## src/rtl/dem_dither_quantizer_pkg.sv

```systemverilog
// Shared constants for the DEM-DAC front-end quantizer and the LFSR used
// for dither and switching-block randomization.
package dem_dither_quantizer_pkg;

  // Requantizer step and top output level
  localparam int unsigned QUANT_SHIFT   = 13;
  localparam int unsigned QUANT_STEP    = 1 << QUANT_SHIFT;
  localparam int unsigned MAX_LEVEL     = 7;

  // Error-feedback state holds the residue of one quantizer step
  localparam int unsigned ERR_WIDTH     = QUANT_SHIFT;

  // Dither is {lfsr, 4'b0} re-centred around zero
  localparam int unsigned DITHER_SHIFT  = 4;
  localparam int unsigned DITHER_OFFSET = 2048;

  // Diagnostic clip counter width
  localparam int unsigned SAT_CNT_WIDTH = 16;

  // 8-bit maximal-length Fibonacci LFSR: taps 7, 5, 4, 3
  localparam logic [7:0]  LFSR_INIT     = 8'hFF;
  localparam logic [7:0]  LFSR_TAP_MASK = 8'hB8;

  // Feedback bit of the LFSR for a given state
  function automatic logic lfsr_feedback(input logic [7:0] state);
    return ^(state & LFSR_TAP_MASK);
  endfunction

endpackage

```

## src/rtl/dem_lfsr8.sv

```systemverilog
// 8-bit Fibonacci LFSR with programmable seed and advance enable.
// Shifts left; the new bit 0 is the XOR of the tapped bits.
module dem_lfsr8
  import dem_dither_quantizer_pkg::*;
#(
  parameter logic [7:0] SEED = 8'hFF
) (
  input  logic       clk,
  input  logic       rst,
  input  logic       i_en,
  output logic [7:0] o_state
);

  logic [7:0] r_state;

  // Advance one step per enabled cycle; reload the seed on reset
  always_ff @(posedge clk) begin
    if (rst) begin
      r_state <= SEED;
    end else if (i_en) begin
      r_state <= {r_state[6:0], lfsr_feedback(r_state)};
    end
  end

  assign o_state = r_state;

endmodule

```

## src/rtl/dem_dither_quantizer.sv

```systemverilog
// Front end of the DEM-DAC datapath: optional LFSR dither plus first-order
// error-feedback requantization of unsigned samples to a small level.
// Optional feature macro: DEM_DITHER_EN (defined -> dither path and LFSR
// present; undefined -> dither is zero and no LFSR is built).
module dem_dither_quantizer
  import dem_dither_quantizer_pkg::*;
#(
  parameter int unsigned INPUT_WIDTH  = 16,
  parameter int unsigned OUTPUT_WIDTH = 3,
  parameter logic [7:0]  LFSR_INIT    = dem_dither_quantizer_pkg::LFSR_INIT
) (
  input  logic                     clk,
  input  logic                     rst,
  input  logic                     in_valid,
  output logic                     in_ready,
  input  logic [INPUT_WIDTH-1:0]   in_sample,
  output logic                     out_valid,
  input  logic                     out_ready,
  output logic [OUTPUT_WIDTH-1:0]  out_level,
  output logic                     out_sat,
  output logic [SAT_CNT_WIDTH-1:0] sat_count
);

  // Three guard bits cover sample + residue + dither without overflow
  localparam int unsigned V_WIDTH = INPUT_WIDTH + 3;

  logic                     r_out_valid;
  logic [OUTPUT_WIDTH-1:0]  r_out_level;
  logic                     r_out_sat;
  logic [SAT_CNT_WIDTH-1:0] r_sat_count;
  logic [ERR_WIDTH-1:0]     r_err;

  logic                     w_accept;
  logic                     w_emit;
  logic signed [V_WIDTH-1:0] w_dither;
  logic signed [V_WIDTH-1:0] w_v;
  logic signed [V_WIDTH-1:0] w_qraw;
  logic                     w_clip_hi;
  logic                     w_clip_lo;

  // Single output register: upstream may push whenever the slot frees up
  assign in_ready = !r_out_valid || out_ready;
  assign w_accept = in_valid && in_ready;
  assign w_emit   = r_out_valid && out_ready;

`ifdef DEM_DITHER_EN
  logic [7:0] w_lfsr;

  // LFSR steps only on accepted samples so the dither sequence is stall-proof
  dem_lfsr8 #(
    .SEED (LFSR_INIT)
  ) u_lfsr (
    .clk     (clk),
    .rst     (rst),
    .i_en    (w_accept),
    .o_state (w_lfsr)
  );

  // Pre-advance LFSR value scaled and centred: -2048 .. +2032
  assign w_dither = $signed({{(V_WIDTH-8-DITHER_SHIFT){1'b0}}, w_lfsr, {DITHER_SHIFT{1'b0}}})
                  - $signed(V_WIDTH'(DITHER_OFFSET));
`else
  assign w_dither = '0;
`endif

  // Quantizer input: sample plus carried residue plus dither
  assign w_v = $signed({3'b000, in_sample})
             + $signed({{(V_WIDTH-ERR_WIDTH){1'b0}}, r_err})
             + w_dither;

  assign w_qraw    = w_v >>> QUANT_SHIFT;
  assign w_clip_hi = w_qraw > $signed(V_WIDTH'(MAX_LEVEL));
  assign w_clip_lo = w_qraw < $signed(V_WIDTH'(0));

  // Output register, residue and clip counter update on accept; reset wins
  always_ff @(posedge clk) begin
    if (rst) begin
      r_out_valid <= 1'b0;
      r_out_level <= '0;
      r_out_sat   <= 1'b0;
      r_sat_count <= '0;
      r_err       <= '0;
    end else if (w_accept) begin
      r_out_valid <= 1'b1;
      if (w_clip_hi) begin
        r_out_level <= OUTPUT_WIDTH'(MAX_LEVEL);
        r_out_sat   <= 1'b1;
        r_err       <= '0;
      end else if (w_clip_lo) begin
        r_out_level <= '0;
        r_out_sat   <= 1'b1;
        r_err       <= '0;
      end else begin
        r_out_level <= w_qraw[OUTPUT_WIDTH-1:0];
        r_out_sat   <= 1'b0;
        r_err       <= w_v[ERR_WIDTH-1:0];
      end
      if ((w_clip_hi || w_clip_lo) && (r_sat_count != '1)) begin
        r_sat_count <= r_sat_count + 1'b1;
      end
    end else if (w_emit) begin
      r_out_valid <= 1'b0;
    end
  end

  assign out_valid = r_out_valid;
  assign out_level = r_out_level;
  assign out_sat   = r_out_sat;
  assign sat_count = r_sat_count;

endmodule
```

## config.mk

```make
export PLATFORM = sky130hd
export DESIGN_NAME = dem_dither_quantizer
export DESIGN_NICKNAME = d
export VERILOG_FILES = /design/src/rtl/dem_dither_quantizer_pkg.sv /design/src/rtl/dem_lfsr8.sv /design/src/rtl/dem_dither_quantizer.sv
export SDC_FILE = /design/constraint.sdc
export NUM_CORES = 1
export LEC_CHECK = 0
export CAP_MARGIN = 20
export CELL_PAD_IN_SITES_DETAIL_PLACEMENT = 0
export CELL_PAD_IN_SITES_GLOBAL_PLACEMENT = 1
export CORE_MARGIN = 10
export CORE_UTILIZATION = 39
export DETAILED_ROUTE_END_ITERATION = 6
export PLACE_DENSITY = 0.8
export SYNTH_ARGS = -nofsm -noshare
export SYNTH_HDL_FRONTEND = slang
export SYNTH_SLANG_ARGS = --single-unit
```

## constraint.sdc

```tcl
create_clock -name clk -period 3.1 [get_ports clk]
set_input_delay 0.465 -clock clk [delete_from_list [all_inputs] [get_ports clk]]
set_output_delay 0.465 -clock clk [all_outputs]
set_load 0.01 [all_outputs]
```

* Word level (Yosys, flattened, before mapping)
Index checks and enable logic that the tools add are counted.
Cells by class: $add $sub $neg 2, $lt $le $gt $ge 2, eq/ne operators 1, muxes and demuxes 8, reductions and logical operators 8
Operators with widths (number):
- 13-bit two-way mux | 2
- 16-bit by 13-bit adder with 17-bit output | 1
- 16-bit by 1-bit adder with 16-bit output, second input constant | 1
- 16-bit != test, second input constant | 1
- 3-bit two-way mux | 2
- 4-bit by 3-bit > comparator with 1-bit output, second input constant | 1
- 4-bit by 1-bit < comparator with 1-bit output, second input constant | 1
- 1-bit two-way mux | 4
- 1-bit logical AND | 3
- 1-bit logical OR | 2
- 2-bit AND reduction | 1
- 2-bit nonzero test | 1
- 1-bit logical NOT | 1
Storage, ports and cells: register bits 34, input port bits 20, output and inout bits 22, word-level logic and storage cells 26

* Logic depth before layout (Yosys ltp)
Gate-level depths: netlist of run 1.
word-level depth 5, depth in mapped cells 11, mapped depth without buffers 9

* Least setup slack after synthesis of run 1
Ideal clock, no wire load.
path type input to register, start input in_sample[0], end register r_sat_count[10] (netlist: sat_count[10]), library setup time 121 ps, arrival time 2458 ps, required time 2979 ps, slack 520 ps, stages on the path 10, buffers on the path 1, cell sequence ha_1 > inv_1 > fa_1 > nand2b_1 > a21oi_4 > o2111a_2 > o21ai_4 > buf_6 > nor4b_2 > mux2_4
Between the ends: word-level cells in the longest chain between the ends 5, elaborated cells between the ends (all ways) 6, classes of those cells add/sub: 1; order compare: 2; reduce/logical: 3
RTL lines:
- from (decl) | line dem_dither_quantizer.sv:16 | input logic [INPUT_WIDTH-1:0] in_sample,
- 16-bit by 13-bit adder with 17-bit output (*) | line dem_dither_quantizer.sv:68 | + $signed({{(V_WIDTH-ERR_WIDTH){1'b0}}, r_err})
- 4-bit by 3-bit > comparator with 1-bit output / 4-bit by 1-bit < comparator with 1-bit output (equally long branches) | line dem_dither_quantizer.sv:72, dem_dither_quantizer.sv:73
- 1-bit logical OR (*) | line dem_dither_quantizer.sv:98 | if ((w_clip_hi || w_clip_lo) && (r_sat_count != '1)) begin
- 1-bit logical AND (*) | line dem_dither_quantizer.sv:98
- 2-bit AND reduction (no line) (*)
- to (signal assigned) | line dem_dither_quantizer.sv:99 | r_sat_count <= r_sat_count + 1'b1;
- to (decl) | line dem_dither_quantizer.sv:30 | logic [SAT_CNT_WIDTH-1:0] r_sat_count;
Mark *: on every way between the ends. The rest lies on a longest branch, timed or not. A chain may end at the register's enable or synchronous reset.

* Worst setup path after layout of run 1
start input in_sample[0], end register r_sat_count[9] (netlist: sat_count[9])
Same word-level chain as after synthesis.

==> impl_summary.txt, run 1 <==
----------------------------------------------------
[Timing]
  Final Cycle Share ... 90.9%
  Highest clock rate ... 355 MHz
  Setup violators final ... 0
  Worst slew pin tran ... 0.793 ns
  Count of endpoints failing hold in the final timing report ... 0
  Final Slew Violations ... 0
  Min Tclk post-route ... 2.82 ns
  Sum of negative setup slack ... 0 ns
  Setup skew after layout ... 0.0105 ns
  Setup repair after global routing missed its margin ... false
  Worst slew margin relative to its limit ... 47.0%

[Final layout]
  Layout fillers ... 554
  Nets ... 351
  Post-layout utilization of the core ... 53.0%
  Final standard cell area without fillers ... 2940 um2
  Layout overhead on the synthesized area ... 30.7%
  Antenna Cells ... 0
  Multi-input logic area ... 1450 um2
  Final std cells w/o fill ... 389
  Share of final-layout standard cells stronger than drive strength 1 ... 12.0%
  Reg area ... 681 um2

[Outcome]
  Run status ... completed

[Detailed routing]
  Post-DR vias/cell ... 5.51
  # DRC ... 0
  First-pass iteration count of the detailed router ... 4
  Final WL ... 5.61 mm
  Initial drt markers ... 130
  Antenna-violating nets left ... 0
  WL/cell ... 14.4 um
  DR vias ... 2143

[Power]
  Combinational fraction of design power ... 25.6%
  Leakage ... 1.11 nW
  Clock power frac ... 38.1%
  Overall power consumption ... 1.31 mW
  IR Drop Worst-Case VDD ... 0.206 mV
  P_int ... 0.948 mW
  Power per unit of standard cell area ... 447 nW/um2
  Power spent charging and discharging nets ... 0.363 mW
  Sequential share of power ... 36.3%
  Switching share of total power ... 27.7%

[Logic synthesis]
  Syn_nets ... 301
  Post-synthesis cell type with the largest combined area ... dfxtp_1
  Commonest cells in the netlist ... dfxtp_1 (34), nor2_1 (29), a21oi_1 (23), nand2_1 (15), ha_1 (14)
  Number of flip-flops and latches in the synthesized netlist ... 34
  Library cell with the highest instance count after synthesis ... dfxtp_1
  Share of synthesized area occupied by flip-flops and latches ... 30.3%
  Post-synth top flop ... dfxtp_1
  Area share of the leading cell type in the synthesized netlist ... 30.3%
  Cell area after synthesis ... 2250 um2
  Ranking of synthesized cells by area ... dfxtp_1 (30%), ha_1 (7.8%), a21oi_1 (5.1%)
  Synthesized instance count ... 266
  Synth Area per Inst ... 8.45 um2
  Synth cell types ... 58
  Synth Warn # ... 0
  EDFF count, synth ... 0
  Share of flip-flops with an asynchronous set or reset ... 0%

[Clock tree]
  Post CTS Setup Buffer Count ... 0
  Clock latency reported for the late side of the worst-skew pair ... 0.29 ns
  TritonCTS buffer count ... 5
  Post-CTS Hold Buffers ... 0
  Total number of clock tree sinks ... 34
  Post-CTS sizing ... 0
  Clock H-tree levels ... 2
  Clock root cell ... clkbuf_8
  CTS tree ... done
  Largest buffer count on any clock path ... 2
  Clk pin slew, worst setup/hold paths ... 0.08 ns

[Die]
  Die Y ... 95.9 um
  Number of rows in the core area ... 27
  X dimension of the die ... 95.9 um
  Placeable Area ... 5540 um2
  Die area ... 9200 um2
  Top-Level Pins ... 42
  Initial cell density of the core ... 40.6%

[Global routing]
  Via count of the first global-routing pass ... 2104
  Leftover overflow at the end of global routing ... 0
  Wire length of the first global-routing pass ... 9.77 mm
  Pin count of the biggest net entering global routing ... 23
  Initial antenna violation count ... 0
  Aggregate global-route resource usage ... 12.9%

[Setup path]
  Critical setup path kind ... in2reg
  Element type at the critical path end ... flop
  Arrival time reported for the critical path endpoint ... 2.97 ns
  Worst path required time ... 3.25 ns
  Critical path launch point type ... primary input
  Worst r2r path cells ... 10
  Crit path max fanout ... 19
  Reg-to-reg slack, setup ... 0.59 ns
  FF-to-FF Start ... r_err[0]
  Worst reg2reg endpoint ... sat_count[9]
  Last element of the critical path ... sat_count[9]
  Source of the critical timing path ... in_sample[0]

[Place]
  Estimated wirelength of the detail-placed design ... 4.31 mm
  Final weighted congestion in routability-driven placement ... 0.806
  Standard cell area after detailed placement ... 2800 um2
  Port-buffer cells ... 41
  Total instance count after detailed placement ... 381

[Hold path]
  WHS Path Cells ... 2
  Worst min-delay path category ... reg2reg

[Run]
  Maximum capacitance violations ... 0

----------------------------------------------------
## area by class of cell
cell class	instances	area share, %
clock buffer	5	2.34
clock inverter	3	2.34
inverter	11	1.41
multi-input combinational	208	49.4
sequential	34	23.2
tap	72	3.07
timing repair buffer	56	18.2
## cell usage in the layout (no fill, tap or decap), types with 5 or more instances in the layout
cell,instances
clkdlybuf4s50_1,41
dfxtp_1,34
nor2_1,29
a21oi_1,23
nand2_1,15
ha_1,14
buf_4,14
nand3_1,13
inv_1,11
a22oi_1,9
xnor2_1,8
nand2b_1,6
or4_1,6
a21o_1,5
o41ai_1,5
o31ai_1,5
clkbuf_8,5
## kinds of logic (layout without fill, tap and decap cells)
group	Yosys count	in the layout	synth area share [%]
buffers and inverters	24	75	5.12
AO/OA/AOI/OAI	78	78	25.5
adder cells (fa/ha/maj)	15	15	8.69
XOR/XNOR	9	9	3.51
AND/OR/NAND/NOR	102	102	24.6
multiplexers	4	4	2.28
flip-flops	34	34	30.3
## registers in the layout, summed over array words and instances (netlist names)
register and cells:
r_err 13, sat_count 16, out_level 3, out_valid 1, out_sat 1
## through the flow
step	hold WS [ns]	setup slack, ns
floorplan	0.458	0.520
global placement	0.444	0.0329
detailed placement	0.468	0.000111
CTS	0.480	0.296
global route	0.502	0.0558
finish	0.470	0.282
## worst min path at each step
stage	from	end	slack [ns]
CTS	out_sat	out_sat	0.48
global route	out_sat	out_sat	0.50
detailed placement	out_sat	out_sat	0.47
floorplan	r_err[2]	r_err[2]	0.46
global placement	out_sat	out_sat	0.44
finish	out_sat	out_sat	0.47
## power groups by stage
stage,Combinational [mW],Sequential (mW),Clock [mW]
6_report,0.336,0.476,0.499
3_5_place_dp,0.336,0.486,0
3_3_place_gp,0.336,0.485,0
4_1_cts,0.338,0.477,0.511
5_1_grt,0.378,0.479,0.529
2_1_floorplan,0.237,0.485,0
## routing by layer
metal	global-route usage [%]	vias to the layer above	share of wire, %
li1	-	1096	-
met1	17.5	990	50
met2	20.1	52	43
met3	2.72	5	5.6
met4	4.05	0	1.3
met5	0	-	0
## critical path: stages
cell and delay [ns]:
clkdlybuf4s50_1 0.46, ha_1 0.16, inv_1 0.06, fa_1 0.38
nand2b_1 0.20, a21oi_4 0.15, o2111a_2 0.26, o21ai_4 0.15
buf_4 0.18, o41ai_1 0.38, a21oi_1 0.10
No activity file was read; power rests on OpenSTA's default activity.
==> run 2, diff against run 1 <==
- MAX_ROUTING_LAYER: default -> met4
==> results of run 2 <==
No change in the layout: final DEF, timing and power equal those of run 1.
Among the figures that moved: final weighted congestion in routability-driven placement 0.806 -> 0.818; overall routing resource usage 12.9% -> 13.3%; violation count after the first detailed-route iteration 130 -> 133
